--- config.mk ---
export PLATFORM = sky130hd
export DESIGN_NAME = morse_key_decoder
export DESIGN_NICKNAME = d
export VERILOG_FILES = /design/src/rtl/morse_pkg.sv /design/src/rtl/morse_lut.sv /design/src/rtl/morse_key_decoder.sv
export SDC_FILE = /design/constraint.sdc
export NUM_CORES = 1
export LEC_CHECK = 0
export CAP_MARGIN = 30
export CORE_AREA = 3 3 79 81
export CTS_BUF_LIST = sky130_fd_sc_hd__clkbuf_16
export CTS_CLUSTER_DIAMETER = 200
export DETAILED_ROUTE_END_ITERATION = 16
export DIE_AREA = 0 0 82 84
export PLACE_DENSITY = 0.84
export RECOVER_POWER = 25
export SYNTH_ARGS = -nofsm -noshare
export SYNTH_HDL_FRONTEND = slang
export SYNTH_SLANG_ARGS = --single-unit
--- constraint.sdc ---
create_clock -name clk -period 5.8 [get_ports clk]
set_input_delay 1.16 -clock clk [delete_from_list [all_inputs] [get_ports clk]]
set_output_delay 1.16 -clock clk [all_outputs]
set_load 0.005 [all_outputs]
--- src/rtl/morse_pkg.sv ---
// ---------------------------------------------------------------------------
// morse_pkg
//   Shared definitions for the Morse receive path: FSM state encoding,
//   character code bases, the invalid-character code and symbol encoding.
//   No ports (package).
// ---------------------------------------------------------------------------
package morse_pkg;

    typedef enum logic [2:0] {
        S_IDLE  = 3'd0,
        S_PRESS = 3'd1,
        S_GAP   = 3'd2,
        S_EMIT  = 3'd3,
        S_HOLD  = 3'd4
    } state_t;

    localparam logic [5:0] CHAR_INVALID = 6'h3F;
    localparam logic [5:0] LETTER_BASE  = 6'd0;   // 'A'
    localparam logic [5:0] DIGIT_BASE   = 6'd26;  // '0'

    localparam logic SYM_DOT  = 1'b0;
    localparam logic SYM_DASH = 1'b1;

    localparam int MAX_SYMS = 5;

endpackage

--- src/rtl/morse_lut.sv ---
// ---------------------------------------------------------------------------
// morse_lut
//   Combinational ITU Morse lookup. Symbol i of the pattern lives in
//   morse_bits[i] (first symbol in bit 0), 1 = dash. Bits above morse_len
//   must be zero; anything not a letter or digit maps to CHAR_INVALID.
// Ports
//   morse_len  in  3  number of symbols (0..5)
//   morse_bits in  5  symbol pattern
//   char_code  out 6  0-25 = A-Z, 26-35 = 0-9, 6'h3F = invalid
// ---------------------------------------------------------------------------
module morse_lut
    import morse_pkg::*;
(
    input  logic [2:0] morse_len,
    input  logic [4:0] morse_bits,
    output logic [5:0] char_code
);

    always_comb begin
        char_code = CHAR_INVALID;
        case ({morse_len, morse_bits})
            {3'd2, 5'd2}:  char_code = LETTER_BASE + 6'd0;   // A .-
            {3'd4, 5'd1}:  char_code = LETTER_BASE + 6'd1;   // B -...
            {3'd4, 5'd5}:  char_code = LETTER_BASE + 6'd2;   // C -.-.
            {3'd3, 5'd1}:  char_code = LETTER_BASE + 6'd3;   // D -..
            {3'd1, 5'd0}:  char_code = LETTER_BASE + 6'd4;   // E .
            {3'd4, 5'd4}:  char_code = LETTER_BASE + 6'd5;   // F ..-.
            {3'd3, 5'd3}:  char_code = LETTER_BASE + 6'd6;   // G --.
            {3'd4, 5'd0}:  char_code = LETTER_BASE + 6'd7;   // H ....
            {3'd2, 5'd0}:  char_code = LETTER_BASE + 6'd8;   // I ..
            {3'd4, 5'd14}: char_code = LETTER_BASE + 6'd9;   // J .---
            {3'd3, 5'd5}:  char_code = LETTER_BASE + 6'd10;  // K -.-
            {3'd4, 5'd2}:  char_code = LETTER_BASE + 6'd11;  // L .-..
            {3'd2, 5'd3}:  char_code = LETTER_BASE + 6'd12;  // M --
            {3'd2, 5'd1}:  char_code = LETTER_BASE + 6'd13;  // N -.
            {3'd3, 5'd7}:  char_code = LETTER_BASE + 6'd14;  // O ---
            {3'd4, 5'd6}:  char_code = LETTER_BASE + 6'd15;  // P .--.
            {3'd4, 5'd11}: char_code = LETTER_BASE + 6'd16;  // Q --.-
            {3'd3, 5'd2}:  char_code = LETTER_BASE + 6'd17;  // R .-.
            {3'd3, 5'd0}:  char_code = LETTER_BASE + 6'd18;  // S ...
            {3'd1, 5'd1}:  char_code = LETTER_BASE + 6'd19;  // T -
            {3'd3, 5'd4}:  char_code = LETTER_BASE + 6'd20;  // U ..-
            {3'd4, 5'd8}:  char_code = LETTER_BASE + 6'd21;  // V ...-
            {3'd3, 5'd6}:  char_code = LETTER_BASE + 6'd22;  // W .--
            {3'd4, 5'd9}:  char_code = LETTER_BASE + 6'd23;  // X -..-
            {3'd4, 5'd13}: char_code = LETTER_BASE + 6'd24;  // Y -.--
            {3'd4, 5'd3}:  char_code = LETTER_BASE + 6'd25;  // Z --..
            {3'd5, 5'd31}: char_code = DIGIT_BASE + 6'd0;    // 0 -----
            {3'd5, 5'd30}: char_code = DIGIT_BASE + 6'd1;    // 1 .----
            {3'd5, 5'd28}: char_code = DIGIT_BASE + 6'd2;    // 2 ..---
            {3'd5, 5'd24}: char_code = DIGIT_BASE + 6'd3;    // 3 ...--
            {3'd5, 5'd16}: char_code = DIGIT_BASE + 6'd4;    // 4 ....-
            {3'd5, 5'd0}:  char_code = DIGIT_BASE + 6'd5;    // 5 .....
            {3'd5, 5'd1}:  char_code = DIGIT_BASE + 6'd6;    // 6 -....
            {3'd5, 5'd3}:  char_code = DIGIT_BASE + 6'd7;    // 7 --...
            {3'd5, 5'd7}:  char_code = DIGIT_BASE + 6'd8;    // 8 ---..
            {3'd5, 5'd15}: char_code = DIGIT_BASE + 6'd9;    // 9 ----.
            default:       char_code = CHAR_INVALID;
        endcase
    end

endmodule

--- src/rtl/morse_key_decoder.sv ---
// ---------------------------------------------------------------------------
// morse_key_decoder
//   Times a single telegraph key, classifies presses as dot/dash, groups
//   symbols into a character on an inter-character gap and emits a 6-bit
//   character code plus the raw morse_bits/morse_len pattern.
//   Optional macro MORSE_DEBOUNCE_EN: inserts a 4-tick debounce stage after
//   the synchronizer (default build: no debounce).
// Ports
//   clk         in   1  system clock
//   rst         in   1  synchronous reset, active-low
//   en          in   1  enable; low = synchronous clear to IDLE
//   key_in      in   1  raw key level, 1 = pressed (asynchronous)
//   sym_valid   out  1  pulse: symbol classified
//   sym_dash    out  1  with sym_valid: 1 = dash
//   char_valid  out  1  pulse: char_code/morse_bits/morse_len valid
//   char_code   out  6  0-25 A-Z, 26-35 0-9, 6'h3F invalid
//   morse_bits  out  5  accumulated symbols, first in bit 0
//   morse_len   out  3  symbol count 0..5
//   busy        out  1  state != IDLE
//   long_press  out  1  pulse: abort press reached LONG_TICKS
// ---------------------------------------------------------------------------
module morse_key_decoder
    import morse_pkg::*;
#(
    parameter int TICK_CYCLES = 1_000_000,
    parameter int DASH_TICKS  = 20,
    parameter int GAP_TICKS   = 40,
    parameter int LONG_TICKS  = 200
) (
    input  logic       clk,
    input  logic       rst,
    input  logic       en,
    input  logic       key_in,
    output logic       sym_valid,
    output logic       sym_dash,
    output logic       char_valid,
    output logic [5:0] char_code,
    output logic [4:0] morse_bits,
    output logic [2:0] morse_len,
    output logic       busy,
    output logic       long_press
);

    localparam int TW = (TICK_CYCLES > 1) ? $clog2(TICK_CYCLES) : 1;
    localparam int PW = $clog2(LONG_TICKS + 1);
    localparam int GW = $clog2(GAP_TICKS + 1);

    state_t          state;
    logic [1:0]      sync_q;
    logic            key_sync;
    logic            key_s;
    logic            key_d;
    logic            rise;
    logic            fall;
    logic            key_edge;
    logic [TW-1:0]   tick_cnt;
    logic            tick;
    logic [PW-1:0]   press_cnt;
    logic [GW-1:0]   gap_cnt;
    logic            ovf;
    logic            is_dash;
    logic [5:0]      lut_code;

    // Two-flop synchronizer; only reset clears it so that a key held across
    // en toggling does not fabricate an edge.
    always_ff @(posedge clk) begin
        if (!rst) sync_q <= 2'b00;
        else      sync_q <= {sync_q[0], key_in};
    end
    assign key_sync = sync_q[1];

`ifdef MORSE_DEBOUNCE_EN
    // key_s follows key_sync only after it has disagreed for 4 ticks in a
    // row; any return to agreement restarts the count.
    logic [1:0] deb_cnt;
    logic       key_deb;
    always_ff @(posedge clk) begin
        if (!rst || !en) begin
            key_deb <= 1'b0;
            deb_cnt <= 2'd0;
        end else if (key_sync == key_deb) begin
            deb_cnt <= 2'd0;
        end else if (tick) begin
            if (deb_cnt == 2'd3) begin
                key_deb <= key_sync;
                deb_cnt <= 2'd0;
            end else begin
                deb_cnt <= deb_cnt + 2'd1;
            end
        end
    end
    assign key_s = key_deb;
`else
    assign key_s = key_sync;
`endif

    always_ff @(posedge clk) begin
        if (!rst) key_d <= 1'b0;
        else      key_d <= key_s;
    end

    assign rise     = key_s & ~key_d;
    assign fall     = ~key_s & key_d;
    assign key_edge = rise | fall;

    // Tick prescaler restarts on every key edge so each press/gap is timed
    // from its own start; no tick is issued in the edge cycle itself.
    assign tick = en && !key_edge && (tick_cnt == TW'(TICK_CYCLES - 1));

    always_ff @(posedge clk) begin
        if (!rst || !en)
            tick_cnt <= '0;
        else if (key_edge || tick_cnt == TW'(TICK_CYCLES - 1))
            tick_cnt <= '0;
        else
            tick_cnt <= tick_cnt + TW'(1);
    end

    assign is_dash = (press_cnt >= PW'(DASH_TICKS));
    assign busy    = (state != S_IDLE);

    morse_lut u_lut (
        .morse_len  (morse_len),
        .morse_bits (morse_bits),
        .char_code  (lut_code)
    );

    always_ff @(posedge clk) begin
        if (!rst || !en) begin
            state      <= S_IDLE;
            press_cnt  <= '0;
            gap_cnt    <= '0;
            ovf        <= 1'b0;
            morse_bits <= '0;
            morse_len  <= '0;
            sym_valid  <= 1'b0;
            sym_dash   <= 1'b0;
            char_valid <= 1'b0;
            char_code  <= '0;
            long_press <= 1'b0;
        end else begin
            sym_valid  <= 1'b0;
            char_valid <= 1'b0;
            long_press <= 1'b0;
            case (state)
                S_IDLE: begin
                    if (rise) begin
                        state     <= S_PRESS;
                        press_cnt <= '0;
                    end
                end
                S_PRESS: begin
                    if (fall) begin
                        sym_valid <= 1'b1;
                        sym_dash  <= is_dash ? SYM_DASH : SYM_DOT;
                        // Sixth and later symbols only mark the character bad.
                        if (morse_len == 3'(MAX_SYMS)) begin
                            ovf <= 1'b1;
                        end else begin
                            morse_bits[morse_len] <= is_dash;
                            morse_len             <= morse_len + 3'd1;
                        end
                        gap_cnt <= '0;
                        state   <= S_GAP;
                    end else if (tick) begin
                        // Reaching LONG_TICKS leaves PRESS, so the count
                        // never runs past its saturation value.
                        if (press_cnt == PW'(LONG_TICKS - 1)) begin
                            press_cnt  <= PW'(LONG_TICKS);
                            morse_bits <= '0;
                            morse_len  <= '0;
                            ovf        <= 1'b0;
                            long_press <= 1'b1;
                            state      <= S_HOLD;
                        end else begin
                            press_cnt <= press_cnt + PW'(1);
                        end
                    end
                end
                S_GAP: begin
                    if (rise) begin
                        press_cnt <= '0;
                        state     <= S_PRESS;
                    end else if (tick) begin
                        if (gap_cnt == GW'(GAP_TICKS - 1)) begin
                            char_valid <= 1'b1;
                            char_code  <= ovf ? CHAR_INVALID : lut_code;
                            state      <= S_EMIT;
                        end else begin
                            gap_cnt <= gap_cnt + GW'(1);
                        end
                    end
                end
                S_EMIT: begin
                    // Pattern was held through the char_valid cycle; drop it now.
                    morse_bits <= '0;
                    morse_len  <= '0;
                    ovf        <= 1'b0;
                    char_code  <= '0;
                    gap_cnt    <= '0;
                    state      <= S_IDLE;
                end
                S_HOLD: begin
                    if (fall) begin
                        press_cnt <= '0;
                        state     <= S_IDLE;
                    end
                end
                default: state <= S_IDLE;
            endcase
        end
    end

endmodule

==> results.toml, run 1 <==
[final_layout]
final_cells = 540
nets = 476
fin_util = 0.723
final_cell_mix = "nor2_1, dfxtp_1, nand2_1, a21oi_1, nand3_1"
diodes = 0
fillers = 459
fin_area_um2 = 4010
syn2layout_area_growth_pct = 12.2
drive_gt1_frac = 0.0620

[clock_network]
htreeDepth = 3
numCtsBuffers = 9
holdBufCountCts = 0
max-clock-path-buffers = 2
cts-root-buf = "clkbuf_16"
ctsResizeCount = 0
post_cts_buffers = 0
clkSlewWorstSetupHoldPaths_ns = 0.05
clock_latency_ns = 0.32
cts_sinks = 59
cts_tree = "built"

[setup_path]
path_class = "input pin to flop"
path_max_fanout = 20
setup.worst_path.start_class = "input pin"
reg2regPathDepth = 8
endpoint_kind = "flop"
required_ns = 6.04
critPathArrivalTime_ns = 3.30

[synthesis]
syn-num-nets = 467
synth_area_per_cell_um2 = 7.85
synth.distinct_cells = 70
synth_ff_type = "dfxtp_1"
yosysWarnings = 0
ys_seq_elements = 59
yosysSeqAreaShare = 0.331
syn_area_um2 = 3570
syn-instance-count = 455
async_flop_share = 0
synth-edff-count = 0

[global_route]
grt_remaining_overflow = 0
grt_usage = 0.253
antenna_found_initial = 0
grt_max_degree = 25
grt_pass1_vias = 3062
grt_pass1_wl_um = 14000

[timing]
whs_ns = 0.436
min_period_over_period = 0.528
post-route-min-period_ns = 3.06
hold_violations = 0
setup_tns_ns = 0
worstMarginPinSlew_ns = 1.07
setup_viol = 0
fmax_ghz = 0.327
drv_slew = 0
setup_ws_ns = 2.74
slew_headroom = 0.279
fin_skew_ns = 0.00440
rsz0062_at_grt = "no"

[pwr]
finalPower_mw = 0.877
ir_worst_vdd_mv = 0.239
pwr-share-seq = 0.468
pwr-share-comb = 0.025
p_sw_frac = 0.210
power_density_nw_per_um2 = 219
clkPwrFrac = 0.508
power_switching_mw = 0.184
p_leak_nw = 1.44
power.internal_mw = 0.692

[placed_design]
numPortBuffers = 22
hpwl_um = 5690
dp_worst_setup_slack_ns = 2.62
placed_cells = 525
postPlaceCellArea_um2 = 3750
globalplace.congestion = 0.907

[route]
dr.pass1.iters = 5
routed_via_density = 6.24
remaining_drc_errors = 0
wl_um = 8180
routedWlPerCell_um = 15.1
initialDrtViolationCount = 250
num_vias = 3372
ant_nets = 0

[worst_hold_path]
worstHoldPathCells = 1
hold_path_class = "flop to flop"

[flow_run]
drv_cap = 0

[floorplanning]
start_util = 0.645
io_pins = 23
core-area_um2 = 5540
dieArea_um2 = 6890
die_h_um = 84
fp-row-count = 27
die_x_um = 82

[status]
outcome = "finished, final reports clean"
path summary, 6_finish.rpt:
path              startpoint            to  slack (ns)
setup / recovery         rst   tick_cnt[7]        2.74
hold reg to reg    sync_q[0]     sync_q[1]        0.44
setup reg to reg   sync_q[1]  press_cnt[5]        2.82
hold / removal     sync_q[0]     sync_q[1]        0.44
power groups by stage:
stage / sequential, mW / combinational [mW] / clock, mW
3_5_place_dp: 0.418 / 0.0216 / 0
4_1_cts: 0.410 / 0.0217 / 0.452
2_1_floorplan: 0.417 / 0.0161 / 0
6_report: 0.410 / 0.0215 / 0.445
5_1_grt: 0.410 / 0.0242 / 0.466
3_3_place_gp: 0.418 / 0.0212 / 0
registers in the layout (all words and copies together), names as in the netlist:
signal      flops
ovf             1
morse_bits      5
sync_q          2
state           3
char_valid      1
sym_dash        1
morse_len       3
gap_cnt         6
tick_cnt       20
sym_valid       1
long_press      1
char_code       6
press_cnt       8
key_d           1
worst max-delay path: stages:
cell and delay (ns):
dlygate4sd3_1 0.59, and2_0 0.58, nand3_1 0.69, nor2_1 0.29
synth_stat cells, types with 3 or more instances:
cell,count,area share
a2111oi_0,3,0.0074
a211oi_1,3,0.0063
a21oi_1,29,0.041
a31oi_1,9,0.016
and2_1,7,0.012
and3_1,9,0.016
clkbuf_1,16,0.017
dfxtp_1,59,0.33
ha_1,8,0.028
inv_1,15,0.016
mux2i_1,5,0.014
nand2_1,54,0.057
nand2b_1,6,0.011
nand3_1,20,0.028
nand3b_1,4,0.0084
nand4_1,10,0.018
nand4b_1,3,0.0074
nor2_1,59,0.062
nor2b_1,8,0.014
nor3_1,11,0.015
nor3b_1,12,0.025
nor4_1,3,0.0053
nor4b_1,3,0.0074
o21ai_0,15,0.021
o22ai_1,3,0.0053
or3_1,4,0.0070
or3b_2,3,0.0074
or4_1,4,0.0084
xnor2_1,10,0.025
xor2_1,11,0.027
routing by layer:
layer  vias up  share of wire  GRT usage
li1       1654              -          -
met1      1544           0.44      0.338
met2       147           0.46      0.382
met3        27          0.070     0.0594
met4         0          0.030      0.110
met5         -              0          0
cell families (layout without fill, tap and decap cells):
family	count (synthesis)	after routing	synth area share
adders and majority gates	8	8	0.0280
DFF	59	59	0.331
AOI/OAI and AO/OA	89	89	0.167
xor gates and xnor gates	21	21	0.0515
and+or+nand+nor	234	234	0.357
muxes	5	5	0.0140
buffers and inverters	39	52	0.0512
layout make-up:
class                           instances  area, µm²  share of cell area
Clock inverter                          6       26.3             0.00656
Sequential cell                        59       1180               0.295
Inverter                               15       56.3              0.0141
Tap cell                               72       90.1              0.0225
Multi-Input combinational cell        357       2210               0.551
Clock buffer                            9        225              0.0562
Timing Repair Buffer                   22        220              0.0550
Power figures use the tool's default switching activity.
==> inputs of run 2 (changes only) <==
--- a/config.mk
+++ b/config.mk
@@ -6,12 +6,12 @@
 export NUM_CORES = 1
 export LEC_CHECK = 0
 export CAP_MARGIN = 30
-export CORE_AREA = 3 3 79 81
+export CORE_AREA = 3 3 82 84
 export CTS_BUF_LIST = sky130_fd_sc_hd__clkbuf_16
 export CTS_CLUSTER_DIAMETER = 200
 export DETAILED_ROUTE_END_ITERATION = 16
-export DIE_AREA = 0 0 82 84
-export PLACE_DENSITY = 0.84
+export DIE_AREA = 0 0 85 87
+export PLACE_DENSITY = 0.78
 export RECOVER_POWER = 25
 export SYNTH_ARGS = -nofsm -noshare
 export SYNTH_HDL_FRONTEND = slang
==> constraint.sdc (replaced) <==
create_clock -name clk -period 3 [get_ports clk]
set_input_delay 0.6 -clock clk [delete_from_list [all_inputs] [get_ports clk]]
set_output_delay 0.6 -clock clk [all_outputs]
set_load 0.005 [all_outputs]
==> run 2 against run 1 <==
Die area rose by 7.4%. Critical path depth is 3 higher. Critical path type is now flop to flop. Clock power rose by 140%. Clock skew is 0.00077 ns lower. First-iteration DRC count fell by 16%.
==> results.toml, run 2 (synthesis gave the netlist of run 1 again) <==
[timing]
rsz0062_at_grt = "no"
min_period_over_period = 0.837
setup_viol = 0
drv_slew = 0
slew_headroom = 0.400
setup_ws_ns = 0.489
fin_skew_ns = 0.00363
setup_tns_ns = 0
fmax_ghz = 0.398
worstMarginPinSlew_ns = 0.900
post-route-min-period_ns = 2.51
hold_violations = 0
whs_ns = 0.437

[final_layout]
diodes = 0
fin_area_um2 = 4100
largestRegisters = "tick_cnt (20), press_cnt (8)"
drive_gt1_frac = 0.0759
fillers = 508
largest_register_ffs = 20
final_cell_mix = "nor2_1, dfxtp_1, nand2_1, a21oi_1, nand3_1"
regMostFlops = "tick_cnt"
final_cells = 549
nets = 481
syn2layout_area_growth_pct = 14.9

[clock_network]
post_cts_buffers = 0
cts-root-buf = "clkbuf_16"
cts_tree = "built"
max-clock-path-buffers = 2
numCtsBuffers = 9
clkSlewWorstSetupHoldPaths_ns = 0.05
htreeDepth = 3
clock_latency_ns = 0.33
holdBufCountCts = 0
ctsResizeCount = 0
cts_sinks = 59

[floorplanning]
dieArea_um2 = 7400
io_pins = 23
start_util = 0.596
die_x_um = 85
core-area_um2 = 5990
die_h_um = 87
fp-row-count = 28

[setup_path]
endpoint_kind = "flop"
reg2regPathDepth = 7
path_class = "flop to flop"
critPathArrivalTime_ns = 2.73
worstReg2RegStart = "press_cnt[0]"
r2r-end = "morse_bits[4]"
ff2ff_setup_slack_ns = 0.49
path_max_fanout = 6
required_ns = 3.22
setup.worst_path.start_class = "flop"

[route]
routed_via_density = 6.14
remaining_drc_errors = 0
dr.pass1.iters = 5
ant_nets = 0
routedWlPerCell_um = 15.2
wl_um = 8340
initialDrtViolationCount = 209
num_vias = 3369

[flow_run]
drv_cap = 0

[worst_hold_path]
hp-start = "sync_q[0]"
hold_path_class = "flop to flop"
holdPathEnd = "sync_q[1]"
worstHoldPathCells = 1

[global_route]
grt_pass1_wl_um = 14400
antenna_found_initial = 0
grt_remaining_overflow = 0
grt_usage = 0.237
grt_pass1_vias = 3053
grt_max_degree = 25

[placed_design]
numPortBuffers = 22
postPlaceCellArea_um2 = 3800
hpwl_um = 5700
dp_worst_setup_slack_ns = 0.383
globalplace.congestion = 0.926
placed_cells = 533

[pwr]
ir_worst_vdd_mv = 0.524
p_leak_nw = 1.49
power_density_nw_per_um2 = 463

[status]
outcome = "finished, final reports clean"
==> run 2: cell count changes in the layout (fill, tap and decap cells not counted), sizes merged <==
cell	change
buf	+4
bufinv	+2
clkbuf	+1
clkdlybuf4s50	-1
clkinv	-2
clkinvlp	+1
dlygate4sd3	+1
==> run 2: stage by stage <==
step / total power [mW] / util
floorplan: 0.837 / -
global placement: 0.850 / 0.634
detailed placement: 0.852 / 0.634
CTS: 1.91 / 0.685
global route: 1.95 / 0.685
finish: 1.90 / 0.685
==> run 2: final cells by class <==
class / count / area (µm²) / area share
clock buffers: 9 / 225 / 0.0549
clock inverters: 7 / 85.1 / 0.0207
repair buffers: 27 / 254 / 0.0619
inverters: 15 / 56.3 / 0.0137
multi-input cells: 357 / 2210 / 0.538
flip-flops and latches: 59 / 1180 / 0.288
well taps: 75 / 93.8 / 0.0229
==> run 2: report_power, final <==
part | leakage (nW) | switching [mW] | total [mW] | internal, mW
Sequential | 0.476 | 0.00360 | 0.792 | 0.788
Combinational | 0.860 | 0.0298 | 0.0434 | 0.0136
Clock | 0.158 | 0.347 | 1.06 | 0.716
Total | 1.49 | 0.381 | 1.90 | 1.52
==> run 2: worst max path at each step <==
| stage | start | endpoint | slack [ns] |
|---|---|---|---|
| after global routing | morse_len[0] | char_code[4] | 0.24 |
| after floorplan | press_cnt[0] | morse_bits[4] | 0.75 |
| final | press_cnt[0] | morse_bits[4] | 0.49 |
| after detailed placement | en | press_cnt[5] | 0.38 |
| after global placement | en | press_cnt[5] | 0.42 |
| after CTS | press_cnt[0] | morse_bits[4] | 0.53 |
==> run 2: layer usage <==
| metal | wire length, µm | track usage | vias up |
|---|---|---|---|
| met5 | 0 | 0 | - |
| met1 | 3850 | 0.319 | 1577 |
| met2 | 3900 | 0.373 | 113 |
| met4 | 150 | 0.0935 | 0 |
| met3 | 444 | 0.0482 | 16 |
| li1 | - | - | 1663 |
==> run 2: worst max-delay path: stages (launching register included) <==
cell and delay (ns):
dfxtp_1 0.40, ha_1 0.26, nand4_1 0.10, or4_1 0.52
or4b_4 0.61, o21ai_4 0.21, a21boi_0 0.11, o21ba_1 0.19
==> inputs of run 3 (changes only) <==
--- a/config.mk
+++ b/config.mk
@@ -6,12 +6,12 @@
 export NUM_CORES = 1
 export LEC_CHECK = 0
 export CAP_MARGIN = 30
-export CORE_AREA = 3 3 82 84
+export CORE_AREA = 3 3 86 88
 export CTS_BUF_LIST = sky130_fd_sc_hd__clkbuf_16
 export CTS_CLUSTER_DIAMETER = 200
 export DETAILED_ROUTE_END_ITERATION = 16
-export DIE_AREA = 0 0 85 87
-export PLACE_DENSITY = 0.78
+export DIE_AREA = 0 0 89 91
+export PLACE_DENSITY = 0.75
 export RECOVER_POWER = 25
 export SYNTH_ARGS = -nofsm -noshare
 export SYNTH_HDL_FRONTEND = slang
==> constraint.sdc (replaced) <==
create_clock -name clk -period 2.2 [get_ports clk]
set_input_delay 0.44 -clock clk [delete_from_list [all_inputs] [get_ports clk]]
set_output_delay 0.44 -clock clk [all_outputs]
set_load 0.005 [all_outputs]
==> run 3 against run 2 <==
Cell count rose by 12%. The run now ends with negative setup slack left. Maximum frequency rose by 11%. First-iteration DRC count rose by 23%. Largest power group unchanged. Clock power rose by 28%. Combinational power rose by 96%. Global-route usage rose by 1.3 points. Flip-flop and latch count did not move.
==> results.toml, run 3 (synthesis gave the netlist of run 1 again) <==
[setup_path]
r2r-end = "morse_bits[2]"
critPathArrivalTime_ns = 2.47
path_max_fanout = 4
worstReg2RegStart = "tick_cnt[8]"
reg2regPathDepth = 6
ff2ff_setup_slack_ns = -0.06
cp_slowest_stage_delay_ns = 0.57
setup.worst_path.start_class = "flop"
crit_family = "simple AND/OR/NAND/NOR gates"
crit_chain = "or4_4 -> nor4_4 -> or4b_4 -> a21oi_2 -> mux2i_1 -> nor2_1"
required_ns = 2.41
path_buf_inv = 0
endpoint_kind = "flop"
path_class = "flop to flop"
worst_path_max_delay_cell = "or4_4"

[placed_design]
placed_cells = 593
globalplace.congestion = 0.931
hpwl_um = 6830
dp_worst_setup_slack_ns = -0.167
numPortBuffers = 22

[final_layout]
final_cells = 614
syn2layout_area_growth_pct = 31.9
nets = 541
final_cell_mix = "buf_4, nor2_1, nand2_1, dfxtp_1, a21oi_1"
fillers = 521
regArea_um2 = 1190
largest_register_ffs = 20
regMostFlops = "tick_cnt"
largestRegisters = "tick_cnt (20), press_cnt (8)"
drive_gt1_frac = 0.227
diodes = 0
multiInputGateArea_um2 = 2350
layout_commonest_cell = "buf_4"

[floorplanning]
dieArea_um2 = 8100
core-area_um2 = 6720
io_pins = 23
fp-row-count = 30
die_x_um = 89
die_h_um = 91
start_util = 0.531

[clock_network]
cts_sinks = 59
max-clock-path-buffers = 2
cts-root-buf = "clkbuf_16"
numCtsBuffers = 9
htreeDepth = 3
clock_latency_ns = 0.33
clkSlewWorstSetupHoldPaths_ns = 0.05
cts_tree = "built"

[route]
initialDrtViolationCount = 257
num_vias = 3710
wl_um = 9960
met3_length_um = 640
dr.pass1.iters = 5
wl_met1_um = 4110
routedWlPerCell_um = 16.2
remaining_drc_errors = 0
ant_nets = 0
routed_via_density = 6.04
wl_met2_um = 4900
highest_layer = "met4"

[worst_hold_path]
hp-start = "sync_q[0]"
worstHoldPathCells = 1
holdPathEnd = "sync_q[1]"
hold_path_class = "flop to flop"

[timing]
worstMarginPinSlew_ns = 0.715
slew_headroom = 0.522
rsz0062_at_grt = "yes"
setup_ws_ns = -0.0609
min_period_over_period = 1.03
drv_slew = 0
hold_violations = 0
post-route-min-period_ns = 2.26
fin_skew_ns = 0.00461
fmax_ghz = 0.442
setup_viol = 5

[global_route]
grt_pass1_vias = 3517
antenna_found_initial = 0
grt_usage = 0.250
grt_max_degree = 21
grt_remaining_overflow = 0
grt_pass1_wl_um = 16300

[pwr]
ir_worst_vdd_mv = 0.485
finalPower_mw = 2.53
power_density_nw_per_um2 = 536
p_leak_nw = 1.82

[flow_run]
drv_cap = 0

[status]
violations = "negative setup slack"
outcome = "complete, but fails checks"
-- run 3: cell count changes in the layout (fill, tap and decap cells not counted), moves of 3 or more --
cell	previous run	this run
a21oi_1	29	26
a21oi_2	0	3
buf_4	4	63
dfxtp_1	59	53
dfxtp_2	0	6
or4_1	4	1
or4_4	1	4
-- run 3: through the flow --
| step | TNS [ns] | area, µm² | util | hold slack, ns |
|---|---|---|---|---|
| 4_1_cts | -0.0228 | 4610 | 0.687 | 0.453 |
| 2_1_floorplan | 0 | 3590 | - | 0.412 |
| 3_3_place_gp | -0.604 | 4240 | 0.631 | 0.420 |
| 5_1_grt | -1.08 | 4710 | 0.701 | 0.458 |
| 3_5_place_dp | -0.988 | 4240 | 0.631 | 0.439 |
| 6_report | -0.209 | 4710 | 0.701 | 0.447 |
-- run 3: layout make-up --
class / instances / area share
tap: 80 / 0.0213
sequential: 59 / 0.252
multi-input combinational: 357 / 0.500
inverter: 15 / 0.0120
clock buffer: 9 / 0.0478
clock inverter: 7 / 0.0146
timing repair buffer: 87 / 0.152
-- run 3: routing by layer --
layer / vias to the layer above / global-route usage
li1: 1776 / -
met1: 1724 / 0.320
met2: 166 / 0.413
met3: 44 / 0.0372
met4: 0 / 0.104
met5: - / 0
-- run 3: repair_timing --
| item | CTS | global route |
|---|---|---|
| setup endpoints to repair | 6 | 20 |
| buffers inserted | 3 | 2 |
| pin swaps | 5 | 10 |
| resized for setup | 11 | 22 |
| hold buffers | 0 | 0 |
-- run 3: worst max-delay path by stage --
| stage | startpoint | end | slack (ns) | cells past startpoint |
|---|---|---|---|---|
| after floorplan | press_cnt[0] | morse_bits[4] | 0.03 | 7 |
| after global placement | en | morse_bits[4] | -0.14 | 7 |
| after detailed placement | en | morse_bits[4] | -0.17 | 7 |
| after CTS | tick_cnt[8] | morse_bits[1] | -0.02 | 7 |
| after global routing | tick_cnt[8] | morse_bits[1] | -0.13 | 7 |
| final | tick_cnt[8] | morse_bits[2] | -0.06 | 6 |
-- run 3: report_power, final --
| part | internal (mW) | total [mW] | switching, mW |
|---|---|---|---|
| sequential | 1.07 | 1.08 | 0.00428 |
| combinational | 0.0342 | 0.0851 | 0.0508 |
| clock | 0.868 | 1.36 | 0.493 |
